File: src/rtl/bus_arbiter_2m_if.sv
// Avalon-style single-word bus used on both master-facing ports and the
// shared slave port of bus_arbiter_2m.
interface bus_arbiter_2m_if #(
    parameter int unsigned ADDR_W = 32,
    parameter int unsigned DATA_W = 32
);
    logic [ADDR_W-1:0]   addr;
    logic                read;
    logic                write;
    logic [DATA_W-1:0]   writedata;
    logic [DATA_W/8-1:0] byteenable;
    logic [DATA_W-1:0]   readdata;
    logic [1:0]          response;
    logic                waitrequest;

    // Bus initiator: issues the command, receives the return path.
    modport master (
        output addr, read, write, writedata, byteenable,
        input  readdata, response, waitrequest
    );

    // Bus target: accepts the command, drives the return path.
    modport slave (
        input  addr, read, write, writedata, byteenable,
        output readdata, response, waitrequest
    );
endinterface

File: src/rtl/bus_arbiter_2m.sv
// Round-robin arbiter giving a CPU (m0) and a DMA (m1) master access to one
// shared slave, one transfer per grant, with an optional slave-stall abort.
module bus_arbiter_2m #(
    parameter int unsigned ADDR_W  = 32,
    parameter int unsigned DATA_W  = 32,
    parameter int unsigned TIMEOUT = 255
) (
    input  logic             clk,
    input  logic             rst,
    bus_arbiter_2m_if.slave  m0,
    bus_arbiter_2m_if.slave  m1,
    bus_arbiter_2m_if.master s,
    output logic             timeout_pulse
);
    localparam int unsigned CntW = (TIMEOUT == 0) ? 1 : $clog2(TIMEOUT + 1);
    localparam logic [1:0] RespSlvErr = 2'b10;

    typedef enum logic [1:0] {StIdle, StOwn0, StOwn1} state_e;

    state_e          state_q;
    logic            last_grant_q;
    logic [CntW-1:0] stall_cnt_q;

    logic                own0, own1, owned;
    logic                req0, req1;
    logic [ADDR_W-1:0]   sel_addr;
    logic [DATA_W-1:0]   sel_wdata;
    logic [DATA_W/8-1:0] sel_be;
    logic                sel_read, sel_write;
    logic                tmo_hit;

    assign req0 = m0.read | m0.write;
    assign req1 = m1.read | m1.write;

    always_comb begin
        // Outputs are forced idle while rst is high, even before the first edge.
        own0  = ~rst & (state_q == StOwn0);
        own1  = ~rst & (state_q == StOwn1);
        owned = own0 | own1;

        sel_addr  = own1 ? m1.addr       : m0.addr;
        sel_wdata = own1 ? m1.writedata  : m0.writedata;
        sel_be    = own1 ? m1.byteenable : m0.byteenable;
        sel_read  = own1 ? m1.read       : m0.read;
        sel_write = own1 ? m1.write      : m0.write;

        tmo_hit = owned & (TIMEOUT != 0) & s.waitrequest
                & (stall_cnt_q == CntW'(TIMEOUT));

        s.addr       = owned ? sel_addr  : '0;
        s.writedata  = owned ? sel_wdata : '0;
        s.byteenable = owned ? sel_be    : '0;
        s.write      = owned & sel_write & ~tmo_hit;
        s.read       = owned & sel_read & ~sel_write & ~tmo_hit;

        m0.waitrequest = 1'b1;
        m0.readdata    = '0;
        m0.response    = 2'b00;
        m1.waitrequest = 1'b1;
        m1.readdata    = '0;
        m1.response    = 2'b00;

        if (own0) begin
            m0.waitrequest = s.waitrequest & ~tmo_hit;
            m0.readdata    = tmo_hit ? '0 : s.readdata;
            m0.response    = tmo_hit ? RespSlvErr : s.response;
        end
        if (own1) begin
            m1.waitrequest = s.waitrequest & ~tmo_hit;
            m1.readdata    = tmo_hit ? '0 : s.readdata;
            m1.response    = tmo_hit ? RespSlvErr : s.response;
        end

        timeout_pulse = tmo_hit;
    end

    always_ff @(posedge clk) begin
        if (rst) begin
            state_q      <= StIdle;
            last_grant_q <= 1'b1;
            stall_cnt_q  <= '0;
        end else begin
            case (state_q)
                StIdle: begin
                    stall_cnt_q <= '0;
                    // On contention the master that did not go last wins.
                    if (req0 && (!req1 || last_grant_q)) begin
                        state_q <= StOwn0;
                    end else if (req1) begin
                        state_q <= StOwn1;
                    end
                end
                StOwn0, StOwn1: begin
                    if (!(sel_read || sel_write) || !s.waitrequest || tmo_hit) begin
                        state_q      <= StIdle;
                        last_grant_q <= (state_q == StOwn1);
                    end else begin
                        stall_cnt_q <= stall_cnt_q + CntW'(1);
                    end
                end
                default: state_q <= StIdle;
            endcase
        end
    end
endmodule

File: src/flat_wrapper.sv
// flat-port wrapper written by rule: the top's interface ports become plain ports
module bus_arbiter_2m_flat 
#(
    parameter int unsigned ADDR_W  = 32,
    parameter int unsigned DATA_W  = 32,
    parameter int unsigned TIMEOUT = 255
)
  (clk, rst, timeout_pulse, m0_addr, m0_read, m0_write, m0_writedata, m0_byteenable, m0_readdata, m0_response, m0_waitrequest, m1_addr, m1_read, m1_write, m1_writedata, m1_byteenable, m1_readdata, m1_response, m1_waitrequest, s_addr, s_read, s_write, s_writedata, s_byteenable, s_readdata, s_response, s_waitrequest);
  bus_arbiter_2m_if #(.ADDR_W(ADDR_W), .DATA_W(DATA_W)) m0_i ();
  bus_arbiter_2m_if #(.ADDR_W(ADDR_W), .DATA_W(DATA_W)) m1_i ();
  bus_arbiter_2m_if #(.ADDR_W(ADDR_W), .DATA_W(DATA_W)) s_i ();
  input  logic clk;
  input  logic rst;
  output logic timeout_pulse;
  input wire logic [$bits(m0_i.addr)-1:0] m0_addr;
  input wire logic [$bits(m0_i.read)-1:0] m0_read;
  input wire logic [$bits(m0_i.write)-1:0] m0_write;
  input wire logic [$bits(m0_i.writedata)-1:0] m0_writedata;
  input wire logic [$bits(m0_i.byteenable)-1:0] m0_byteenable;
  output wire logic [$bits(m0_i.readdata)-1:0] m0_readdata;
  output wire logic [$bits(m0_i.response)-1:0] m0_response;
  output wire logic [$bits(m0_i.waitrequest)-1:0] m0_waitrequest;
  input wire logic [$bits(m1_i.addr)-1:0] m1_addr;
  input wire logic [$bits(m1_i.read)-1:0] m1_read;
  input wire logic [$bits(m1_i.write)-1:0] m1_write;
  input wire logic [$bits(m1_i.writedata)-1:0] m1_writedata;
  input wire logic [$bits(m1_i.byteenable)-1:0] m1_byteenable;
  output wire logic [$bits(m1_i.readdata)-1:0] m1_readdata;
  output wire logic [$bits(m1_i.response)-1:0] m1_response;
  output wire logic [$bits(m1_i.waitrequest)-1:0] m1_waitrequest;
  output wire logic [$bits(s_i.addr)-1:0] s_addr;
  output wire logic [$bits(s_i.read)-1:0] s_read;
  output wire logic [$bits(s_i.write)-1:0] s_write;
  output wire logic [$bits(s_i.writedata)-1:0] s_writedata;
  output wire logic [$bits(s_i.byteenable)-1:0] s_byteenable;
  input wire logic [$bits(s_i.readdata)-1:0] s_readdata;
  input wire logic [$bits(s_i.response)-1:0] s_response;
  input wire logic [$bits(s_i.waitrequest)-1:0] s_waitrequest;
  assign m0_i.addr = m0_addr;
  assign m0_i.read = m0_read;
  assign m0_i.write = m0_write;
  assign m0_i.writedata = m0_writedata;
  assign m0_i.byteenable = m0_byteenable;
  assign m0_readdata = m0_i.readdata;
  assign m0_response = m0_i.response;
  assign m0_waitrequest = m0_i.waitrequest;
  assign m1_i.addr = m1_addr;
  assign m1_i.read = m1_read;
  assign m1_i.write = m1_write;
  assign m1_i.writedata = m1_writedata;
  assign m1_i.byteenable = m1_byteenable;
  assign m1_readdata = m1_i.readdata;
  assign m1_response = m1_i.response;
  assign m1_waitrequest = m1_i.waitrequest;
  assign s_addr = s_i.addr;
  assign s_read = s_i.read;
  assign s_write = s_i.write;
  assign s_writedata = s_i.writedata;
  assign s_byteenable = s_i.byteenable;
  assign s_i.readdata = s_readdata;
  assign s_i.response = s_response;
  assign s_i.waitrequest = s_waitrequest;
  bus_arbiter_2m #(.ADDR_W(ADDR_W), .DATA_W(DATA_W), .TIMEOUT(TIMEOUT)) u_core (.clk(clk), .rst(rst), .m0(m0_i), .m1(m1_i), .s(s_i), .timeout_pulse(timeout_pulse));
endmodule
File: config.mk
export PLATFORM = sky130hd
export DESIGN_NAME = bus_arbiter_2m_flat
export DESIGN_NICKNAME = d
export VERILOG_FILES = /design/src/rtl/bus_arbiter_2m_if.sv /design/src/rtl/bus_arbiter_2m.sv /design/src/flat_wrapper.sv
export SDC_FILE = /design/constraint.sdc
export NUM_CORES = 1
export LEC_CHECK = 0
export ABC_AREA = 1
export BUFFER_PORTS_ARGS = -buffer_cell sky130_fd_sc_hd__buf_2
export CORE_AREA = 2 2 125 127
export CTS_CLUSTER_SIZE = 28
export DETAILED_ROUTE_END_ITERATION = 8
export DIE_AREA = 0 0 127 129
export GPL_TIMING_DRIVEN = 0
export PLACE_DENSITY_LB_ADDON = 0.05
export SYNTH_ARGS = -nofsm -noshare
export SYNTH_HDL_FRONTEND = slang
export SYNTH_SLANG_ARGS = --single-unit
File: constraint.sdc
create_clock -name clk -period 4 [get_ports clk]
set_clock_uncertainty 0.05 [all_clocks]
set_input_delay 0.8 -clock clk [delete_from_list [all_inputs] [get_ports clk]]
set_output_delay 0.8 -clock clk [all_outputs]
set_load 0.05 [all_outputs]
Word level (Yosys, flattened, before mapping). Cells that the tools add are included.

Bits in registers: 11. Bits of input ports: 177. Output and inout port bits: 141. Logic and storage cells: 62.

Add/subtract/negate cells: 1. Equality and inequality tests: 6. Multiplexer cells: 22. Bitwise operators: 16. Reductions and logical operators: 14.

Operators with widths (count): 32-bit 2-to-1 mux (7); 8-bit one-hot mux with 2 select lines (1); 2-bit 2-to-1 mux (6); 1-bit AND (10); 8-bit by 1-bit adder with 8-bit output (second input constant) (1); 8-bit equality test (second input constant) (1); 4-bit 2-to-1 mux (2); 8-bit 2-to-1 mux (1); 2-bit AND reduction (3); 1-bit logical OR (4); 1-bit 2-to-1 mux (4); 2-bit one-hot mux with 2 select lines (1); 1-bit logical NOT (3); 3-bit by 1-bit inequality test with 1-bit output (second input constant) (1); 1-bit inverter (3); 1-bit bitwise OR (3); 2-bit by 1-bit equality test with 1-bit output (second input constant) (1); 2-bit equality test (second input constant) (1); 2-bit logical NOT (1); 2-bit by 1-bit inequality test with 1-bit output (second input constant) (1); 2-bit inequality test (second input constant) (1); 2-bit nonzero test (1); 2-bit OR reduction (1); 1-bit logical AND (1).

Longest topological paths before layout.
Depth in word-level cells: 9. Depth in mapped cells: 11. Depth with buffers taken out: 11.

Least setup slack after synthesis. Ideal clock, no wire load.

Path kind: input to output. From: input port rst. To: output port s_read. Arrival time: 3.588 ns. Slack: -0.438 ns. Stages: 6. Cell sequence: inv_2 > nand2_2 > nand2_2 > nand3_2 > nor2_4 > a2111oi_0.

Word-level cells in the longest chain between the ends: 7.

Ends and longest elaborated chain: start: declaration (line flat_wrapper.sv:13) `input logic rst;`; 1-bit inverter * (line bus_arbiter_2m.sv:37, bus_arbiter_2m.sv:38); 1-bit AND, on equally long branches (line bus_arbiter_2m.sv:37, bus_arbiter_2m.sv:38); 1-bit bitwise OR (line bus_arbiter_2m.sv:39) `owned = own0 | own1;`; 1-bit AND (line bus_arbiter_2m.sv:47) `tmo_hit = owned & (TIMEOUT != 0) & s.waitrequest`; 1-bit AND (line bus_arbiter_2m.sv:48) `& (stall_cnt_q == CntW'(TIMEOUT));`; 1-bit inverter (line bus_arbiter_2m.sv:54) `s.read = owned & sel_read & ~sel_write & ~tmo_hit;`; 1-bit AND * (line bus_arbiter_2m.sv:54); end: declaration (line flat_wrapper.sv:32) `output wire logic [$bits(s_i.read)-1:0] s_read;`.

Mark *: on every way between the ends. The rest lies on a longest branch, timed or not.

Worst setup path in the final report.
From: input port rst. To: output port m1_readdata[10].

Word-level cells in the longest chain between the ends: 7.

Ends and longest elaborated chain: 1-bit inverter * (line bus_arbiter_2m.sv:37, bus_arbiter_2m.sv:38); 1-bit AND, on equally long branches (line bus_arbiter_2m.sv:37, bus_arbiter_2m.sv:38); 1-bit bitwise OR (line bus_arbiter_2m.sv:39); 1-bit AND (line bus_arbiter_2m.sv:47); 1-bit AND (line bus_arbiter_2m.sv:48); 32-bit 2-to-1 mux (line bus_arbiter_2m.sv:70) `m1.readdata = tmo_hit ? '0 : s.readdata;`; 32-bit 2-to-1 mux * (line bus_arbiter_2m.sv:68) `if (own1) begin`; end: declaration (line flat_wrapper.sv:28) `output wire logic [$bits(m1_i.readdata)-1:0] m1_readdata;`.

Marked as above.

==> results by group <==
Placement
  – PortBufs: 317
  – Dpl ws: between 0.7 and 0.8 ns
  – HPWL after detailed placement: about 13,000 um
  – GPL Wtd Cong: between 0.8 and 0.9
  – DP Cell Count: approximately 1,000

Synthesis
  – Yosys reg bits: 11
  – Syn nets: 653
  – Post-Synth XOR/XNOR Area: 0
  – Adder-cell share of the synthesized area: 0.0216
  – Top cell type's share of synthesized area: 0.243
  – Synthesized area: around 2300 um^2
  – Cells after Synth: between 400 and 500
  – Post-synth top area cell: nor2_1
  – Yosys warnings: 0
  – Netlist cell types: 29
  – Main area contributors after synthesis: nor2_1, o21ai_0, nor3_1, dfxtp_1, inv_1
  – Synthesized area per cell: between 4 and 5 um^2
  – Main combinational cell family by area after synthesis: simple AND/OR/NAND/NOR gates
  – Mux cell area share after synthesis: 0
  – Seq/Total Area, Yosys: 0.0951
  – Synth Area in Compound Gates: 0.195
  – Post-synthesis simple-gate area fraction: 0.526

Global route
  – First-pass GRT wire length: roughly 21,000 um
  – Initial antenna violation count: 1
  – Grt ovf: 0
  – Largest net degree at the start of global routing: 11
  – GRT Total Usage: 0.165
  – Vias in the first global route: 3,822

Clock network
  – CTS tree: yes
  – Max H-tree Level: 1
  – Clock root buffer: clkbuf_16
  – Hold_buf cts: 0
  – Worst-path clk slew: about 0.04 ns
  – CTS buffer count: 3
  – Worst-skew pair later-pin latency: approximately 0.24 ns
  – Resized cells post-CTS: 0
  – Post-CTS Setup Inserts: 0
  – CTS Sinks: 11
  – Clk buf depth: 2

Timing
  – Max-slew violations: 0
  – Worst-margin pin slew: 0.482 ns
  – Fin worst setup slack: between 0.7 and 0.8 ns
  – Final Hold Vio Count: 0
  – Fin crit period: 3.27 ns
  – Worst rel slew slack: 0.678
  – Final worst-path cycle share: 0.817
  – Final setup viols: 0
  – F_max: 0.306 GHz
  – Sum Neg Setup Slack: 0 ns
  – Unrepaired setup endpoints after global routing: no

Pwr
  – Leakage power: ~2.5 nW
  – Maximum VDD drop: 0.261 mV
  – Total power: about 1.8 mW
  – Power Dens Cells: 425 nW/um^2

Setup path
  – CP cell instances: buf_2 > inv_2 > nand2_2 > nand2_2 > nand3_2 > nor2_4 > buf_2 > nor3_1 > buf_2
  – Slowest-stage cell, CP: buf_2
  – Worst path most repeated cell: buf_2
  – Crit path largest cell delay: 0.34 ns
  – Setup CP Type: in2out
  – Kind of cell adding the most delay to the critical path: simple AND/OR/NAND/NOR gates
  – Worst Path Arrival: roughly 2.4 ns
  – CP Max Fanout: 10
  – CP startpoint kind: input port
  – Buf/Inv on CP: 4
  – Required @ worst endpoint: about 3.2 ns
  – Critical path endpoint category: output port

Floorplan
  – Core Region: about 15,000 um^2
  – Rows: 45
  – Die Y: 129 um
  – Top Ports: 318
  – Chip Width: between 100 and 150 um
  – Die ar.: about 16,000 um^2
  – Starting Density: 0.155

Detailed routing
  – Final wirelength: roughly 15,000 um
  – DR WL/cell: about 15 um
  – Antenna viol nets, final: 0
  – DRC: 0
  – Pre-antenna DRT Iters: 4
  – Routed vias: between 4,000 and 5,000
  – Vias per cell: about 4.2
  – Detailed Route Iter0 Violations: about 140

Worst hold path
  – Hold Crit Class: reg2reg

Layout
  – Final design utilization: 0.282
  – Fillers: about 1,800
  – Final #Nets: ~980
  – Share of cells above drive strength 1: 0.445
  – Area grow syn2layout: 82.2%
  – Final Non-Filler Cells: 982

Flow run
  – Max_cap viols: 0

Run status
  – Status: completed
-- layer usage --
| layer | global-route usage | up-vias | share of wire |
|---|---|---|---|
| met1 | 0.197 | 1857 | 0.41 |
| met4 | 0.0239 | 0 | 0.0080 |
| met5 | 0 | - | 0 |
| li1 | - | 2157 | - |
| met3 | 0.0283 | 6 | 0.062 |
| met2 | 0.317 | 146 | 0.52 |
-- worst min-delay path, stage by stage (launching register included) --
cell and delay [ns]:
dfxtp_1 0.32, nand2_1 0.05, nand3_1 0.06
-- cell families after synthesis --
| logic type | after synthesis |
|---|---|
| AO/OA/AOI/OAI | 88 |
| AND/OR/NAND/NOR | 277 |
| flip-flops | 11 |
| adder cells (fa/ha/maj) | 4 |
| buffers and inverters | 92 |
-- through the flow --
stage	instance area, um^2	hold WS (ns)
3_5_place_dp	4140	0.408
2_1_floorplan	2320	0.380
6_report	4220	0.416
4_1_cts	4220	0.419
5_1_grt	4220	0.461
3_3_place_gp	4140	0.411
-- path summary, 6_finish.rpt --
check / to / from / cells past startpoint / slack (ns)
max: m1_readdata[10] / rst / 9 / 0.73
min: u_core.last_grant_q / u_core.last_grant_q / 2 / 0.42
max reg2reg: u_core.state_q[1] / u_core.state_q[0] / 10 / 2.13
min reg2reg: u_core.last_grant_q / u_core.last_grant_q / 2 / 0.42
-- synthesized netlist by cell type, drive strengths merged --
cell and n:
nand2 37, clkinv 1, clkbuf 24, nor2 152
nand3 14, dfxtp 11, a21oi 10, nor3 68
nand3b 1, buf 13, nand4 4, ha 4
o22ai 1, o21ai 75, inv 54, o21bai 1
a2111oi 1, and2 1
-- state kept, by name, indices dropped and copies added, names as in the netlist --
register / count
u_core.stall_cnt_q: 8
u_core.state_q: 2
u_core.last_grant_q: 1
-- area by class of cell --
type / instances / area, um^2 / area share
buffer: 37 / 170 / 0.0403
antenna: 1 / 2.50 / 0.000593
inverter: 55 / 206 / 0.0489
clock buffer: 4 / 78.8 / 0.0187
timing repair buffer: 317 / 1590 / 0.376
tap: 188 / 235 / 0.0557
sequential: 11 / 220 / 0.0522
multi-input combinational: 369 / 1720 / 0.408
-- power by group --
part	internal, mW	switching (mW)
Combinational	0.351	1.12
Clock	0.134	0.0488
Sequential	0.127	0.0133
Total	0.612	1.18
-- cells in the final DEF (no fill, tap or decap), types with 2 or more instances in the layout --
cell / count
ha_1: 4
nand3_1: 11
clkbuf_2: 2
clkbuf_1: 23
o21ai_1: 2
nor3_1: 68
a21oi_1: 10
nand4_1: 3
nand2_2: 8
nand3_2: 3
dfxtp_1: 11
nor2_1: 150
o21ai_0: 72
clkbuf_16: 3
buf_6: 2
inv_2: 2
inv_1: 52
buf_2: 328
nand2_1: 28
Power figures use the tool's default switching activity.
